--- src/rtl/stim_gen.sv ---
`timescale 1ns/1ps
// stim_gen: multi-channel stimulus generator.
//   Three-state controller (IDLE -> RUN -> DONE) presents NUM_CYCLES samples per
//   run on CHANNELS independent lanes of WIDTH bits. The pattern is chosen by the
//   mode latched at start: 0 random (per-lane Galois LFSR), 1 increment,
//   2 walking one, 3 zero.
// Ports:
//   clk, rst      clock, asynchronous active-high reset
//   start         run request, only looked at in IDLE
//   mode[1:0]     pattern select, captured when start is accepted
//   hold          stalls the run; only input with a combinational path (to valid)
//   data          CHANNELS*WIDTH bits, lane k at [k*WIDTH +: WIDTH]
//   valid         sample on data is consumed this cycle
//   sample_idx    index of the presented sample
//   busy, done    in RUN / one-cycle end-of-run pulse

// stim_lane: one channel's pattern state. The data register doubles as the
// increment counter and the walking-one shifter, so no per-lane index is kept.
module stim_lane #(
    parameter int          WIDTH = 8,
    parameter int          K     = 0,
    parameter logic [31:0] SEED  = 32'hACE1_2468
) (
    input  logic             clk,
    input  logic             rst,
    input  logic             load,      // start accepted: reseed and present sample 0
    input  logic             adv,       // sample consumed: step to the next one
    input  logic [1:0]       mode_new,  // mode being latched this cycle
    input  logic [1:0]       mode_cur,  // latched mode of the current run
    output logic [WIDTH-1:0] data
);
    // x^32 + x^22 + x^2 + x + 1, right-shifting Galois form
    localparam logic [31:0]      TAPS  = 32'h8020_0003;
    localparam logic [31:0]      RAW   = SEED ^ (32'(K) * 32'h9E37_79B9);
    localparam logic [31:0]      LSEED = (RAW == 32'd0) ? 32'd1 : RAW;
    localparam logic [WIDTH-1:0] INC0  = WIDTH'(K);
    localparam logic [WIDTH-1:0] WALK0 = WIDTH'(1) << (K % WIDTH);

    logic [31:0] lfsr;
    logic [31:0] lfsr_nxt;

    assign lfsr_nxt = {1'b0, lfsr[31:1]} ^ (lfsr[0] ? TAPS : 32'd0);

    always_ff @(posedge clk or posedge rst) begin
        if (rst) begin
            lfsr <= LSEED;
            data <= '0;
        end else if (load) begin
            lfsr <= LSEED;
            case (mode_new)
                2'd0:    data <= LSEED[WIDTH-1:0];
                2'd1:    data <= INC0;
                2'd2:    data <= WALK0;
                default: data <= '0;
            endcase
        end else if (adv) begin
            lfsr <= lfsr_nxt;
            case (mode_cur)
                2'd0:    data <= lfsr_nxt[WIDTH-1:0];
                2'd1:    data <= data + WIDTH'(1);
                // rotate left by one; degenerates to a no-op when WIDTH=1
                2'd2:    data <= (data << 1) | (data >> (WIDTH - 1));
                default: data <= '0;
            endcase
        end
    end
endmodule

module stim_gen #(
    parameter int          WIDTH      = 8,
    parameter int          CHANNELS   = 2,
    parameter int          NUM_CYCLES = 8,
    parameter logic [31:0] SEED       = 32'hACE1_2468,
    localparam int         CW         = (NUM_CYCLES > 1) ? $clog2(NUM_CYCLES) : 1
) (
    input  logic                      clk,
    input  logic                      rst,
    input  logic                      start,
    input  logic [1:0]                mode,
    input  logic                      hold,
    output logic [CHANNELS*WIDTH-1:0] data,
    output logic                      valid,
    output logic [CW-1:0]             sample_idx,
    output logic                      busy,
    output logic                      done
);
    typedef enum logic [1:0] {IDLE, RUN, DONE} state_t;

    localparam logic [CW-1:0] LAST = CW'(NUM_CYCLES - 1);

    state_t                             state, state_nxt;
    logic                               load, adv;
    logic [1:0]                         mode_q;
    logic [CW-1:0]                      idx;
    logic [CHANNELS-1:0][WIDTH-1:0]     lane_data;

    always_ff @(posedge clk or posedge rst) begin
        if (rst) begin
            state  <= IDLE;
            mode_q <= 2'd0;
            idx    <= '0;
        end else begin
            state <= state_nxt;
            if (load) begin
                mode_q <= mode;
                idx    <= '0;
            end else if (adv) begin
                idx <= idx + CW'(1);
            end
        end
    end

    always_comb begin
        state_nxt = state;
        load      = 1'b0;
        adv       = 1'b0;
        case (state)
            IDLE: begin
                if (start) begin
                    load      = 1'b1;
                    state_nxt = RUN;
                end
            end
            RUN: begin
                if (!hold) begin
                    // last sample: leave data in place for DONE/IDLE
                    if (idx == LAST) state_nxt = DONE;
                    else             adv       = 1'b1;
                end
            end
            DONE:    state_nxt = IDLE;
            default: state_nxt = IDLE;
        endcase
    end

    for (genvar k = 0; k < CHANNELS; k++) begin : g_lane
        stim_lane #(
            .WIDTH (WIDTH),
            .K     (k),
            .SEED  (SEED)
        ) u_lane (
            .clk      (clk),
            .rst      (rst),
            .load     (load),
            .adv      (adv),
            .mode_new (mode),
            .mode_cur (mode_q),
            .data     (lane_data[k])
        );
    end

    assign data       = lane_data;
    assign sample_idx = idx;
    assign busy       = (state == RUN);
    assign done       = (state == DONE);
    assign valid      = (state == RUN) && !hold;
endmodule

--- config.mk ---
export PLATFORM = sky130hd
export DESIGN_NAME = stim_gen
export DESIGN_NICKNAME = d
export VERILOG_FILES = /design/src/rtl/stim_gen.sv
export SDC_FILE = /design/constraint.sdc
export NUM_CORES = 1
export LEC_CHECK = 0
export CAP_MARGIN = 10
export CORE_AREA = 4 4 95 115
export DETAILED_ROUTE_END_ITERATION = 8
export DIE_AREA = 0 0 99 119
export PLACE_DENSITY = 0.65
export SYNTH_ARGS = -nofsm -noshare
export SYNTH_HDL_FRONTEND = slang
export SYNTH_SLANG_ARGS = --single-unit
--- constraint.sdc ---
create_clock -name clk -period 5.4 [get_ports clk]
set_clock_uncertainty 0.2 [all_clocks]
set_input_delay 1.08 -clock clk [delete_from_list [all_inputs] [get_ports clk]]
set_output_delay 1.08 -clock clk [all_outputs]
set_load 0.005 [all_outputs]
Yosys cells after proc, flatten, opt, wreduce, memory -nomap -nowiden
Cells that the tools add are included.
Widths: inputs -> output; s select.
{ "totals": {"out_inout_bits": 22, "inputBits": 6, "ff_bits": 87} }
{ "classes": {"n_bitwise": 4, "n_addsub": 3, "n_eq_ne": 10, "n_mux": 25, "n_reduce_logical": 7} }
{ "op_table": {"columns": ["cell", "count"], "rows": [
  ["$mux 32", 6],
  ["$pmux 8 s3", 3],
  ["$xor 31x32->32", 2],
  ["$mux 8", 4],
  ["$add 8x1->8 const B", 2],
  ["$or 8x1->8", 2],
  ["$pmux 7 s2", 1],
  ["$eq 2x1->1 const B", 3],
  ["$eq 2x2->1 const B", 3],
  ["$logic_not 2->1", 3],
  ["$mux 2", 3],
  ["$mux 3", 2],
  ["$mux 1", 5],
  ["$ne 2x2->1 const B", 2],
  ["$pmux 2 s2", 1],
  ["$add 3x1->3 const B", 1],
  ["$eq 3x3->1 const B", 1],
  ["$reduce_and 3->1", 1],
  ["$ne 2x1->1 const B", 1],
  ["$reduce_bool 2->1", 1],
  ["$logic_and 1x1->1", 1],
  ["$logic_not 1->1", 1]
]} }

Longest topological paths before layout
{ "depth": {"depth_word": 6, "mapped_depth": 9, "depth_no_buf": 6} }

Hierarchy
From an unflattened synthesis, not the netlist that was laid out.
{ "unflattened": {"hier_cells": 400, "area_unflattened_um2": 4465.5} }
{ "by_module_without_submodules": {"columns": ["module", "area_per_inst_um2", "cells_per_inst", "seq_area_each_um2", "instances"], "rows": [
  ["stim_lane (g_lane[0].u_lane)", 2077.0, 191, 1017.2, 1],
  ["stim_lane (g_lane[1].u_lane)", 2054.5, 185, 1022.2, 1],
  ["stim_gen", 334.1, 24, 175.2, 1]
]} }

Least setup slack after synthesis
No wires, ideal clock.
{ "synth_timing": {"path_kind": "input-to-reg", "from": "input port hold", "to": "register g_lane[1].u_lane.data[2]", "slack_ns": 2.799, "t_arrival_ns": 2.280, "path_stages": 6, "path_cell_list": "or4b_1 -> buf_2 -> and2_1 -> buf_2 -> buf_6 -> a22o_1"} }
{ "synth_between": {"elab_chain_cells": 3} }
{ "synth_lines": {"columns": ["element", "line_no", "text"], "rows": [
  ["start, declared", "80", "input logic hold,"],
  ["$mux 1", "125", "if (!hold) begin"],
  ["$mux 1", "117", "case (state)"],
  ["$reduce_bool 2->1 (no line)", null, null],
  ["end signal, assigned", "59", "2'd0: data <= lfsr_nxt[WIDTH-1:0];"],
  ["end signal, assigned", "60", "2'd1: data <= data + WIDTH'(1);"],
  ["end signal, assigned", "62", "2'd2: data <= (data << 1) | (data >> (WIDTH - 1));"],
  ["end, declared", "30", "output logic [WIDTH-1:0] data"]
]} }
Every way passes these cells.
A chain may end at the register's enable or synchronous reset.

Worst setup path in the final report
{ "layout_timing": {"from": "input port hold", "to": "output port valid"} }
{ "layout_between": {"elab_chain_cells": 2} }
{ "layout_lines": {"columns": ["element", "line_no", "text"], "rows": [
  ["$logic_not 1->1", "156", "assign valid = (state == RUN) && !hold;"],
  ["$logic_and 1x1->1", "156", null],
  ["end, declared", "82", "output logic valid,"]
]} }
Every way passes these cells.

==> flow_metrics.env <==
export IMPL_outcome="finished, final reports clean"
export IMPL_globalRouteMet3Util_pct=2.23
export IMPL_setup_viol=0
export IMPL_regToRegStartpoint="sample_idx[0]"
export IMPL_r2r_end="g_lane[0].u_lane.data[0]"
export IMPL_async_reset_ff_share_pct=100
export IMPL_totalPowerFinal_mw=3.05
export IMPL_crit_buf_inv=2
export IMPL_ys_flop_type="dfrtp_1"
export IMPL_tns_ps=0
export IMPL_p_int_mw=1.99
export IMPL_hold_viol_final=0
export IMPL_fin_crit_ps=3530
export IMPL_syn_inst=327
export IMPL_die_area_sq_um=11800
export IMPL_area_growth_pct=17.0
export IMPL_grt_pass1_wl_mm=14.1
export IMPL_grt_ovfl_total=0
export IMPL_die_h_um=119
export IMPL_synth_area_sq_um=3840
export IMPL_wire_per_inst_um=17.2
export IMPL_synth_top_area_share_pct=37.1
export IMPL_clockBufferDepth=2
export IMPL_worst_pin_slew_ps=973
export IMPL_seqPwrFrac_pct=44.8
export IMPL_holdBufCountCts=0
export IMPL_syn_num_nets=337
export IMPL_diodes=0
export IMPL_first_pass_iters=4
export IMPL_start_util_pct=38.9
export IMPL_grt_busiest_layer="met2"
export IMPL_cts_max_level=3
export IMPL_path_clk_slew_ps=60
export IMPL_syn_avg_cell_area_sq_um=11.7
export IMPL_cts_setup_buffers=0
export IMPL_combPwrFrac_pct=35.0
export IMPL_p_leak_nw=1.86
export IMPL_ys_seq_elements=87
export IMPL_arrival_ps=2250
export IMPL_nNetsFinal=354
export IMPL_drcViolationCount=0
export IMPL_crit_type="input port to output pin"
export IMPL_whs_ps=295
export IMPL_holdPathEnd="g_lane[1].u_lane.lfsr[0]"
export IMPL_critPathSlowestCell="clkdlybuf4s50_1"
export IMPL_grt_met1_usage_pct=19.3
export IMPL_hold_start="g_lane[1].u_lane.lfsr[1]"
export IMPL_antenna_found_initial=0
export IMPL_crit_top_cell="clkdlybuf4s50_1"
export IMPL_clock_sinks=87
export IMPL_fmaxAchievable_ghz=0.283
export IMPL_synth_cell_types=39
export IMPL_p_per_area_nw_per_um2=680
export IMPL_p_sw_mw=1.06
export IMPL_path_max_fanout=4
export IMPL_cts_buffers=9
export IMPL_path_cells="clkdlybuf4s50_1 > nor2_1 > clkdlybuf4s50_1"
export IMPL_yosysMostFrequentCell="dfrtp_1"
export IMPL_grt_util_met2_pct=23.2
export IMPL_ff2ff_setup_slack_ps=2270
export IMPL_drv_cap=0
export IMPL_hold_depth=1
export IMPL_clk_insertion_delay_late_ps=330
export IMPL_cp_required_ps=4120
export IMPL_r2r_cells=7
export IMPL_yosys_warnings=0
export IMPL_critical_path_top_delay_family="buffers and inverters"
export IMPL_hp_class="register to register"
export IMPL_grt_start_max_net_pins=49
export IMPL_final_util_pct=45.6
export IMPL_crit_path_end_kind="output pin"
export IMPL_ir_drop_uv=199
export IMPL_wirelength_mm=8.19
export IMPL_finalWeightedCongestion=0.795
export IMPL_num_fill_cells=903
export IMPL_yosys_top_cells_count="57 x dfrtp_1, 35 x a22o_1, 30 x dfstp_2"
export IMPL_report_final_slew_viol_count=0
export IMPL_synth_seq_area_share_pct=57.7
export IMPL_setup_ws_ps=1870
export IMPL_dpl_worst_slack_ps=1680
export IMPL_route_vias_total=2759
export IMPL_dieWidth_um=99
export IMPL_drive_gt1_share_pct=16.6
export IMPL_tritoncts="done"
export IMPL_placementRows=40
export IMPL_num_io_pins=28
export IMPL_slowest_delay_ps=520
export IMPL_clock_root_buffer="clkbuf_16"
export IMPL_vias_per_cell=5.81
export IMPL_cts_resized=0
export IMPL_clockPowerShare_pct=20.2
export IMPL_rsz0062_at_grt="no"
export IMPL_synth_edff_count=0
export IMPL_drt_initial_drc_count=125
export IMPL_relSlewSlack_pct=35.2
export IMPL_grt_pass1_vias=2780
export IMPL_ant_nets=0
export IMPL_fp_coreArea_sq_um=9860
export IMPL_p_sw_share_pct=34.8
export IMPL_synth_top_area_cell="dfrtp_1"
export IMPL_fin_crit_sh_pct=65.4
export IMPL_numPortBuffers=27
export IMPL_grt_usage_pct=14.7
export IMPL_dpl_hpwl_mm=5.09
export IMPL_synthTopCellsByArea="dfrtp_1 37%, dfstp_2 21%, a22o_1 8.0%"
export IMPL_cp_start_kind="input port"
-- area by class of cell --
| type | count | area (sq um) | share of cell area, % |
|---|---|---|---|
| Clock inverter | 6 | 68.8 | 1.53 |
| Sequential cell | 87 | 2210 | 49.3 |
| Inverter | 3 | 12.5 | 0.279 |
| Timing Repair Buffer | 32 | 308 | 6.85 |
| Tap cell | 126 | 158 | 3.51 |
| Clock buffer | 10 | 229 | 5.10 |
| Multi-Input combinational cell | 211 | 1500 | 33.4 |
-- cell usage in the layout, fill, tap and decap left out, types with 7 or more instances in the layout --
master	synthesis	final
dfrtp_1	57	57
xnor2_1	9	9
a21oi_1	10	10
dfstp_2	30	30
o22a_1	29	29
nand2_1	25	25
a22o_1	35	35
nor2_1	9	9
clkdlybuf4s50_1	0	27
mux2i_1	9	9
nand3_1	7	7
nor3_1	9	9
clkbuf_16	0	9
o21ai_0	19	19
-- flip-flops by register name, indices dropped and copies added (netlist names) --
register / count
g_lane.u_lane.lfsr: 64
g_lane.u_lane.data: 16
state: 2
sample_idx: 3
mode_q: 2
-- metal layers --
metal  vias up  wire length [um]
li1       1258                 -
met1      1421              3850
met2        59              3860
met3        21               273
met4         0               214
met5         -                 0
-- power groups by stage --
stage	combinational [mW]	clock, mW	sequential [mW]
3_5_place_dp	1.07	0	1.37
5_1_grt	1.19	0.660	1.42
3_3_place_gp	1.05	0	1.36
4_1_cts	1.08	0.632	1.36
6_report	1.07	0.617	1.37
2_1_floorplan	0.836	0	1.24
-- how the worst max path moves through the flow --
stage	start	endpoint	slack (ps)	depth (start not counted)
final	hold	valid	1870	3
after detailed placement	hold	g_lane[0].u_lane.data[0]	1680	6
after floorplan	rst	g_lane[0].u_lane.data[0]	1920	1
after global routing	hold	valid	1790	3
after global placement	hold	g_lane[0].u_lane.data[0]	1710	6
after CTS	hold	valid	1850	3
-- logic make-up after synthesis --
logic type / share of synthesized area (%)
compound gates: 22.7
xor+xnor: 2.28
fa+ha+maj: 1.30
buf+inv: 3.45
flops: 57.7
mux: 4.11
simple gates: 8.47
-- per-stage QoR --
| step | cell area [sq um] | std cells |
|---|---|---|
| 2_1_floorplan | 3840 | 327 |
| 3_3_place_gp | 4190 | 459 |
| 3_5_place_dp | 4190 | 459 |
| 4_1_cts | 4490 | 475 |
| 5_1_grt | 4490 | 475 |
| 6_report | 4490 | 475 |
Power figures use the tool's default switching activity.
